**config.mk**
```make
export PLATFORM = sky130hd
export DESIGN_NAME = irig_time_keeper
export DESIGN_NICKNAME = d
export VERILOG_FILES = /design/src/rtl/irig_pkg.sv /design/src/rtl/irig_tod_incr.sv /design/src/rtl/irig_time_keeper.sv
export SDC_FILE = /design/constraint.sdc
export NUM_CORES = 1
export LEC_CHECK = 0
export BUFFER_PORTS_ARGS = -buffer_cell sky130_fd_sc_hd__buf_2
export CAP_MARGIN = 10
export CORE_UTILIZATION = 25
export DETAILED_ROUTE_END_ITERATION = 6
export HOLD_SLACK_MARGIN = 0.05
export PLACE_DENSITY_LB_ADDON = 0.12
export SLEW_MARGIN = 25
export SYNTH_ARGS = -nofsm -noshare
export SYNTH_HDL_FRONTEND = slang
export SYNTH_HIERARCHICAL = 1
export SYNTH_SLANG_ARGS = --single-unit
export TNS_END_PERCENT = 10
```
**constraint.sdc**
```tcl
create_clock -name clk -period 6.5 [get_ports clk]
set_input_delay 0.325 -clock clk [delete_from_list [all_inputs] [get_ports clk]]
set_output_delay 0.325 -clock clk [all_outputs]
set_load 0.01 [all_outputs]
```
**src/rtl/irig_pkg.sv**
```systemverilog
// Shared definitions for the IRIG-B time keeper: FSM states, time-of-day
// field widths, range limits and the packed time-of-day record.
package irig_pkg;

    localparam int SEC_W = 6;
    localparam int MIN_W = 6;
    localparam int HR_W  = 5;
    localparam int DAY_W = 9;

    localparam logic [SEC_W-1:0] SEC_MAX      = SEC_W'(59);
    localparam logic [MIN_W-1:0] MIN_MAX      = MIN_W'(59);
    localparam logic [HR_W-1:0]  HR_MAX       = HR_W'(23);
    localparam logic [DAY_W-1:0] DAY_MAX_NORM = DAY_W'(365);
    localparam logic [DAY_W-1:0] DAY_MAX_LEAP = DAY_W'(366);

    typedef enum logic [1:0] {
        UNSYNC,
        ARMED,
        LOCKED,
        HOLDOVER
    } state_e;

    typedef struct packed {
        logic [DAY_W-1:0] day;
        logic [HR_W-1:0]  hr;
        logic [MIN_W-1:0] min;
        logic [SEC_W-1:0] sec;
    } tod_t;

    localparam tod_t TOD_RESET = '{day: DAY_W'(1), hr: '0, min: '0, sec: '0};

    function automatic logic [DAY_W-1:0] day_limit(input logic leap);
        return leap ? DAY_MAX_LEAP : DAY_MAX_NORM;
    endfunction

    function automatic logic tod_in_range(input tod_t t, input logic leap);
        return (t.sec <= SEC_MAX) && (t.min <= MIN_MAX) && (t.hr <= HR_MAX) &&
               (t.day != '0) && (t.day <= day_limit(leap));
    endfunction

endpackage

```
**src/rtl/irig_tod_incr.sv**
```systemverilog
// Combinational +1 second on a time-of-day record: carries sec -> min -> hr
// -> day, and the day wraps back to 1 after 365 or 366 depending on leap_i.
module irig_tod_incr
    import irig_pkg::*;
(
    input  tod_t tod_i,
    input  logic leap_i,
    output tod_t tod_o
);

    // Cascaded carry chain; each field only rolls when all lower fields roll.
    // NOTE: every output gets a default before the branches so no latch is inferred.
    always_comb begin
        tod_o = tod_i;
        if (tod_i.sec >= SEC_MAX) begin
            tod_o.sec = '0;
            if (tod_i.min >= MIN_MAX) begin
                tod_o.min = '0;
                if (tod_i.hr >= HR_MAX) begin
                    tod_o.hr = '0;
                    if (tod_i.day >= day_limit(leap_i)) begin
                        tod_o.day = DAY_W'(1);
                    end else begin
                        tod_o.day = tod_i.day + DAY_W'(1);
                    end
                end else begin
                    tod_o.hr = tod_i.hr + HR_W'(1);
                end
            end else begin
                tod_o.min = tod_i.min + MIN_W'(1);
            end
        end else begin
            tod_o.sec = tod_i.sec + SEC_W'(1);
        end
    end

endmodule

```
**src/rtl/irig_time_keeper.sv**
```systemverilog
// IRIG-B time keeper: turns decoded BCD frames plus the pps strobe into a
// free-running time-of-day with a pps-aligned sub-second counter, flywheels
// through missing pps and reports lock/holdover/frame status.
// Optional timestamp latch port set is enabled with `define IRIG_TS_LATCH_EN.
module irig_time_keeper
    import irig_pkg::*;
#(
    parameter int SUBSEC_W      = 32,
    parameter int HOLDOVER_SECS = 8,
    parameter int TOL_W         = 16
) (
    input  logic                clk,
    input  logic                rst,
    input  logic [SUBSEC_W-1:0] clk_per_sec,
    input  logic [TOL_W-1:0]    pps_tol,
    input  logic                leap_year,
    input  logic [SEC_W-1:0]    sec,
    input  logic [MIN_W-1:0]    min,
    input  logic [HR_W-1:0]     hr,
    input  logic [DAY_W-1:0]    day,
    input  logic                bcd_valid,
    input  logic                pps,
    output logic [SEC_W-1:0]    t_sec,
    output logic [MIN_W-1:0]    t_min,
    output logic [HR_W-1:0]     t_hr,
    output logic [DAY_W-1:0]    t_day,
    output logic [SUBSEC_W-1:0] subsec,
    output logic                tick,
    output logic                time_valid,
    output logic                holdover,
    output logic                mismatch,
    output logic                bad_frame
`ifdef IRIG_TS_LATCH_EN
    ,
    input  logic                ts_strobe,
    output logic [SEC_W-1:0]    ts_sec,
    output logic [MIN_W-1:0]    ts_min,
    output logic [HR_W-1:0]     ts_hr,
    output logic [DAY_W-1:0]    ts_day,
    output logic [SUBSEC_W-1:0] ts_subsec,
    output logic                ts_valid
`endif
);

    localparam int EXT_W  = SUBSEC_W + 1;
    localparam int MISS_W = $clog2(HOLDOVER_SECS + 2);
    localparam logic [MISS_W-1:0] MISS_LIMIT = MISS_W'(HOLDOVER_SECS);

    state_e              state_q, state_d;
    tod_t                t_q, t_d, pend_q, pend_d;
    logic                pend_full_q, pend_full_d;
    logic [SUBSEC_W-1:0] subsec_q, subsec_d;
    logic [MISS_W-1:0]   miss_q, miss_d;
    logic                tick_q, tick_d;
    logic                time_valid_q, time_valid_d;
    logic                mismatch_q, mismatch_d;
    logic                bad_frame_q, bad_frame_d;

    tod_t frame, frame_inc, t_inc;
    logic frame_ok;
    logic pps_taken;

    // Sub-second thresholds carried one bit wider so cps-1+tol never wraps.
    logic [EXT_W-1:0] sub_x, cps_m1_x, tol_x;
    logic             in_window, lock_limit, sec_end;

    assign frame    = {day, hr, min, sec};
    assign frame_ok = tod_in_range(frame, leap_year);

    assign sub_x      = {1'b0, subsec_q};
    assign cps_m1_x   = {1'b0, clk_per_sec} - EXT_W'(1);
    assign tol_x      = EXT_W'(pps_tol);
    assign in_window  = (sub_x + tol_x) >= cps_m1_x;
    assign lock_limit = sub_x >= (cps_m1_x + tol_x);
    assign sec_end    = sub_x >= cps_m1_x;

    // A frame names the second that began at the previous pps, so pending is frame+1.
    irig_tod_incr u_pend_incr (
        .tod_i  (frame),
        .leap_i (leap_year),
        .tod_o  (frame_inc)
    );

    irig_tod_incr u_tod_incr (
        .tod_i  (t_q),
        .leap_i (leap_year),
        .tod_o  (t_inc)
    );

    // Next-state logic: pps/flywheel handling first, then frame capture or compare.
    always_comb begin
        state_d      = state_q;
        t_d          = t_q;
        pend_d       = pend_q;
        pend_full_d  = pend_full_q;
        subsec_d     = subsec_q + SUBSEC_W'(1);
        miss_d       = miss_q;
        tick_d       = 1'b0;
        time_valid_d = time_valid_q;
        mismatch_d   = 1'b0;
        bad_frame_d  = bcd_valid && !frame_ok;
        pps_taken    = 1'b0;

        case (state_q)
            UNSYNC: begin
                if (sec_end) subsec_d = '0;
            end
            ARMED: begin
                if (sec_end) subsec_d = '0;
                if (pps) begin
                    t_d          = pend_q;
                    subsec_d     = '0;
                    tick_d       = 1'b1;
                    pend_full_d  = 1'b0;
                    miss_d       = '0;
                    time_valid_d = 1'b1;
                    state_d      = LOCKED;
                    pps_taken    = 1'b1;
                end
            end
            LOCKED: begin
                if (pps && in_window) begin
                    t_d         = pend_full_q ? pend_q : t_inc;
                    subsec_d    = '0;
                    tick_d      = 1'b1;
                    pend_full_d = 1'b0;
                    miss_d      = '0;
                    pps_taken   = 1'b1;
                end else if (lock_limit) begin
                    t_d      = t_inc;
                    subsec_d = SUBSEC_W'(pps_tol);
                    tick_d   = 1'b1;
                    miss_d   = miss_q + MISS_W'(1);
                    state_d  = HOLDOVER;
                end
            end
            HOLDOVER: begin
                if (miss_q > MISS_LIMIT) begin
                    time_valid_d = 1'b0;
                    pend_full_d  = 1'b0;
                    miss_d       = '0;
                    state_d      = UNSYNC;
                end else if (pps) begin
                    t_d         = pend_full_q ? pend_q : t_inc;
                    subsec_d    = '0;
                    tick_d      = 1'b1;
                    pend_full_d = 1'b0;
                    miss_d      = '0;
                    state_d     = LOCKED;
                    pps_taken   = 1'b1;
                end else if (sec_end) begin
                    t_d      = t_inc;
                    subsec_d = '0;
                    tick_d   = 1'b1;
                    miss_d   = miss_q + MISS_W'(1);
                end
            end
            default: state_d = UNSYNC;
        endcase

        // Frames seen while running are checked against the live time; a frame
        // that coincides with an applied pps just becomes the new pending.
        if (bcd_valid && frame_ok) begin
            if (state_q == UNSYNC || state_q == ARMED || pps_taken) begin
                pend_d      = frame_inc;
                pend_full_d = 1'b1;
                if (state_q == UNSYNC) state_d = ARMED;
            end else if (frame != t_q) begin
                mismatch_d  = 1'b1;
                pend_d      = frame_inc;
                pend_full_d = 1'b1;
            end
        end
    end

    // State and output registers with synchronous reset.
    // NOTE: sequential state uses non-blocking assignments so every register samples pre-edge values.
    always_ff @(posedge clk) begin
        if (rst) begin
            state_q      <= UNSYNC;
            t_q          <= TOD_RESET;
            pend_q       <= TOD_RESET;
            pend_full_q  <= 1'b0;
            subsec_q     <= '0;
            miss_q       <= '0;
            tick_q       <= 1'b0;
            time_valid_q <= 1'b0;
            mismatch_q   <= 1'b0;
            bad_frame_q  <= 1'b0;
        end else begin
            state_q      <= state_d;
            t_q          <= t_d;
            pend_q       <= pend_d;
            pend_full_q  <= pend_full_d;
            subsec_q     <= subsec_d;
            miss_q       <= miss_d;
            tick_q       <= tick_d;
            time_valid_q <= time_valid_d;
            mismatch_q   <= mismatch_d;
            bad_frame_q  <= bad_frame_d;
        end
    end

    assign t_sec      = t_q.sec;
    assign t_min      = t_q.min;
    assign t_hr       = t_q.hr;
    assign t_day      = t_q.day;
    assign subsec     = subsec_q;
    assign tick       = tick_q;
    assign time_valid = time_valid_q;
    assign holdover   = (state_q == HOLDOVER);
    assign mismatch   = mismatch_q;
    assign bad_frame  = bad_frame_q;

`ifdef IRIG_TS_LATCH_EN
    tod_t                ts_q;
    logic [SUBSEC_W-1:0] ts_subsec_q;
    logic                ts_valid_q;

    // Snapshot the running time on ts_strobe; a strobe on a tick cycle reads subsec as 0.
    always_ff @(posedge clk) begin
        if (rst) begin
            ts_q        <= TOD_RESET;
            ts_subsec_q <= '0;
            ts_valid_q  <= 1'b0;
        end else begin
            ts_valid_q <= ts_strobe;
            if (ts_strobe) begin
                ts_q        <= t_q;
                ts_subsec_q <= tick_q ? '0 : subsec_q;
            end
        end
    end

    assign ts_sec    = ts_q.sec;
    assign ts_min    = ts_q.min;
    assign ts_hr     = ts_q.hr;
    assign ts_day    = ts_q.day;
    assign ts_subsec = ts_subsec_q;
    assign ts_valid  = ts_valid_q;
`endif

endmodule

```
Word-level counts from Yosys, hierarchy flattened:

Cells that the tools add are included.

* input port bits: 79
* register bits after elaboration: 95

* reductions and logical operators: 20
* $lt $le $gt $ge: 16
* bitwise gates (word level): 1
* eq/ne operators: 10
* multiplexer cells: 67
* add/subtract/negate cells: 13

Operator list (count)
* 26-bit 2-to-1 mux: 9
* 32-bit 2-to-1 mux: 5
* 32-bit one-hot mux with 4 select lines: 1
* 26-bit one-hot mux with 3 select lines: 1
* 32-bit by 33-bit >= comparator with 1-bit output: 2
* 20-bit 2-to-1 mux: 2
* 9-bit 2-to-1 mux: 4
* 32-bit by 16-bit adder with 33-bit output: 1
* 33-bit by 16-bit adder with 33-bit output: 1
* 33-bit >= comparator: 1
* 32-bit by 1-bit subtractor with 33-bit output, second input constant: 1
* 32-bit by 1-bit adder with 32-bit output, second input constant: 1
* 14-bit 2-to-1 mux: 2
* 26-bit inequality test: 1
* 6-bit by 1-bit adder with 6-bit output, second input constant: 4
* 6-bit >= comparator, second input constant: 4
* 4-bit 2-to-1 mux: 6
* 6-bit 2-to-1 mux: 4
* 9-bit by 1-bit adder with 9-bit output, second input constant: 2
* 9-bit >= comparator: 2
* 1-bit 2-to-1 mux: 17
* 2-bit 2-to-1 mux: 8
* 6-bit less-or-equal comparator, second input constant: 2
* 4-bit one-hot mux with 3 select lines: 1
* other kinds (30): 45

Longest topological paths before layout:

* depth in word-level cells: 10
* gate-level depth with buffers: 29

Hierarchy:

Netlist, hierarchy kept.

By module, submodules not included
* irig_time_keeper: times used 1, seq. area each 1901.8 um2, cells an instance 1176, area an instance 9477.8 um2
* irig_tod_incr (u_pend_incr): times used 1, seq. area each 0.0 um2, cells an instance 114, area an instance 760.7 um2
* irig_tod_incr (u_tod_incr): times used 1, seq. area each 0.0 um2, cells an instance 109, area an instance 740.7 um2

Least setup slack after synthesis:

Ideal clock, no wire load.

* path kind: input-to-reg
* from: in clk_per_sec[5]
* to: reg t_q (netlist bit t_day[0])
* arrival time: 5.471 ns
* stages: 28
* setup slack: 0.884 ns
* data required time: 6.355 ns
* setup time: 0.145 ns
* path buffers: 2
* cells stage by stage: nor4_2 > nand2_1 > or3_1 > xnor2_1 > ha_1 > a21o_1 > a21o_1 > a21o_1 > a41o_1 > nand2_1 > a21oi_1 > a21o_1 > nand3b_1 > nor2_1 > xor2_1 > ha_1 > a21o_1 > a21oi_1 > nor2b_1 > a2111oi_0 > o211ai_1 > a211o_1 > or4b_4 > nand3_2 > buf_6 > buf_6 > a211oi_1 > a41oi_1

* cells in the longest elaborated chain, start to end: 5
* elaborated cells between the ends (all ways): 11

RTL lines
* from (decl): line irig_time_keeper.sv:14 `input logic [SUBSEC_W-1:0] clk_per_sec,`
* 32-bit by 1-bit subtractor with 33-bit output (*): line irig_time_keeper.sv:71 `assign cps_m1_x = {1'b0, clk_per_sec} - EXT_W'(1);`
* 33-bit by 16-bit adder with 33-bit output or 33-bit >= comparator (tied branches): line irig_time_keeper.sv:74, irig_time_keeper.sv:73
* 32-bit by 33-bit >= comparator with 1-bit output or 1-bit logical AND (tied branches): line irig_time_keeper.sv:74, irig_time_keeper.sv:122
* 3-bit inequality test (no line) or 26-bit 2-to-1 mux (tied branches)
* 5-bit AND reduction (no line) or 26-bit one-hot mux with 3 select lines (tied branches)
* to (signal assigned): line irig_time_keeper.sv:192 `t_q <= t_d;`
* to (decl): line irig_time_keeper.sv:50 `tod_t t_q, t_d, pend_q, pend_d;`

Mark *: on every way between the ends. The rest lies on a longest branch, timed or not.
A chain may end at the register's enable or synchronous reset.

Worst setup path in the final report:

* from: in clk_per_sec[5]
* to: reg t_q (netlist bit t_day[4])

Same word-level chain as after synthesis.

==> reports/qor.yml <==
status: "complete, no violations"
post_synth.cell_area_avg_um2: 7.85
core-area_mm2: 0.0432
final_antenna_net_count: 0
grt_use_total: 0.176
dieWidth_um: 212
grt_max_degree: 60
synthArstFlopShare: 0
endpoint: "t_day[4]"
cts_sinks: 95
diodes: 0
postSynthCellCount: 1399
drt_first_iter_violations: 611
hp-class: "in -> reg"
pin_count: 142
ys_seq_area_frac: 0.173
setup_viol: 0
min_period_ps: 6170
rsz0062_at_grt: "true"
finalNonFillerCells: 2148
post-route-period-util: 0.950
relSlewSlack: 0.463
yosysWarnings: 6
chipHeight_um: 212
setup_ws_ps: 326
drt-wirelength-per-cell_um: 18.4
placed_cells: 2132
clk_latency_ps: 360
rows: 76
cts_setup_buffers: 0
synth-seq-cells: 95
cts-hold-fix-buffers: 0
arrival_ps: 6440
crit_type: "in -> reg"
start_kind: "primary input"
gr-total-overflow: 0
path_clk_slew_ps: 70
hpwlAfterDp_um: 31800
ys_types: 83
finalWeightedCongestion: 0.875
clk_path_buf_depth: 2
max_cap_violations: 0
max_clock_freq_mhz: 162
worstSetupEndpointType: "register"
numCtsBuffers: 9
hold_viol_final: 0
final_cell_mix: "148 x ha_1, 141 x buf_2, 132 x nor2_1"
routed_wl_um: 39500
via_per_inst: 5.07
ff2ff_path_depth: 25
synthTopCellsByArea: "dfxtp_1 17%, ha_1 17%, xor2_1 6.0%"
grt_pass1_vias: 10328
ys.flop_type: "dfxtp_1"
ir_drop_uv: 126
crit_fanout: 29
die_area_mm2: 0.0448
drc: 0
netlist_area_mm2: 0.0110
drive_gt1_frac: 0.157
root_buffer: "clkbuf_16"
r2r_end: "subsec[7]"
vias: 10893
finClkSkew_ps: 12.3
cts_max_level: 3
cts_resized: 0
fin_nets: 1787
final.fill_count: 4748
syn2layout_area_growth_pct: 17.9
synth_edf_count: 0
fin_area_mm2: 0.0129
synth_top_cell_by_area: "dfxtp_1"
report.final.slew_viol_count: 0
synth_top_area_frac: 0.173
final_common_cell: "ha_1"
worstMarginPinSlew_ps: 799
crit_start: "clk_per_sec[5]"
p_leak_nw: 5.87
syn-num-nets: 1628
dr.pass1.iters: 5
antenna_found_initial: 2
ff2ff_setup_slack_ps: 450
p_per_area_mw_per_mm2: 149
dp_slack_ps: 39.7
r2r-start: "subsec[1]"
start_util: 0.254
cts_tree: "built"
required_ps: 6760
numPortBuffers: 141
placed_area_mm2: 0.0126
grt_pass1_wl_um: 60200
[report_power, final]
group	total, mW	leakage, nW	switching, mW	internal [mW]
clock network	0.525	0.137	0.262	0.263
registers	0.711	0.773	0.0874	0.624
logic	0.695	4.96	0.406	0.289
[cells in the mapped netlist, types with 15 or more instances]
cell type,instances
ha_1,148
nor2_1,132
nand2_1,121
a21oi_1,100
dfxtp_1,95
xor2_1,75
xnor2_1,71
inv_1,63
o21ai_0,58
nand3_1,53
mux2i_1,52
a21o_1,38
nor3_1,35
nand4_1,32
a311oi_1,30
clkbuf_1,26
nor4_1,20
a31oi_1,15
[critical path, cell delays in order]
cell	delay, ps
buf_2	110
nor4_2	250
buf_4	170
nand2_1	120
nor2_1	140
xor2_1	250
ha_1	350
a2111oi_0	600
a21oi_1	170
o21ai_0	340
nand2b_1	100
a21o_1	210
a31oi_1	230
or2_2	170
nor2_1	50
xor2_1	190
ha_1	320
a21oi_1	130
o21ai_0	110
a221o_1	370
a21oi_1	120
o211ai_1	110
a211o_1	330
o211ai_1	240
nand3_2	270
buf_12	240
buf_4	140
a311oi_1	270
[state kept, by name, summed over array words and instances, names as in the netlist]
name         count
subsec          32
pend_q          26
t_day            9
t_min            6
t_sec            6
t_hr             5
miss_q           4
state_q          2
bad_frame        1
mismatch         1
pend_full_q      1
tick             1
time_valid       1
[stage by stage]
step	power (mW)	setup TNS [ps]	util	hold WS, ps
finish	1.93	0	0.300	235
CTS	1.96	0	0.299	220
global route	2.06	-76.7	0.300	231
floorplan	1.14	0	-	434
detailed placement	1.42	0	0.293	468
global placement	1.41	0	0.293	457
[per-layer routing]
| metal | vias to the layer above | GRT usage | wire length [um] |
|---|---|---|---|
| met3 | 54 | 0.0276 | 1780 |
| met2 | 236 | 0.283 | 17500 |
| met1 | 5102 | 0.234 | 19100 |
| met4 | 2 | 0.0650 | 1160 |
| met5 | - | 0 | 13 |
| li1 | 5499 | - | - |
[layout make-up]
type / instances / area (um^2) / area share
repair buffers: 191 / 1130 / 0.0874
clock inverters: 6 / 45.0 / 0.00348
well taps: 585 / 732 / 0.0565
clock buffers: 10 / 229 / 0.0177
inverters: 63 / 236 / 0.0183
flip-flops and latches: 95 / 1900 / 0.147
multi-input cells: 1198 / 8670 / 0.670
[worst min path at each step]
stage | startpoint | to | slack [ps] | cells past startpoint
2_1_floorplan | pps_tol[0] | subsec[0] | 430 | 2
3_5_place_dp | pend_q[17] | pend_q[17] | 470 | 2
5_1_grt | pps_tol[2] | subsec[2] | 230 | 3
3_3_place_gp | pend_q[17] | pend_q[17] | 460 | 2
4_1_cts | pps_tol[2] | subsec[2] | 220 | 3
6_report | pps_tol[2] | subsec[2] | 230 | 3
[cells by family after synthesis]
logic type                 synth area share
xor gates and xnor gates              0.116
buffers and inverters                0.0408
AOI/OAI and AO/OA                     0.223
and+or+nand+nor                       0.223
adders and majority gates             0.172
DFF                                   0.173
muxes                                0.0505
(Power assumes the default switching activity.)
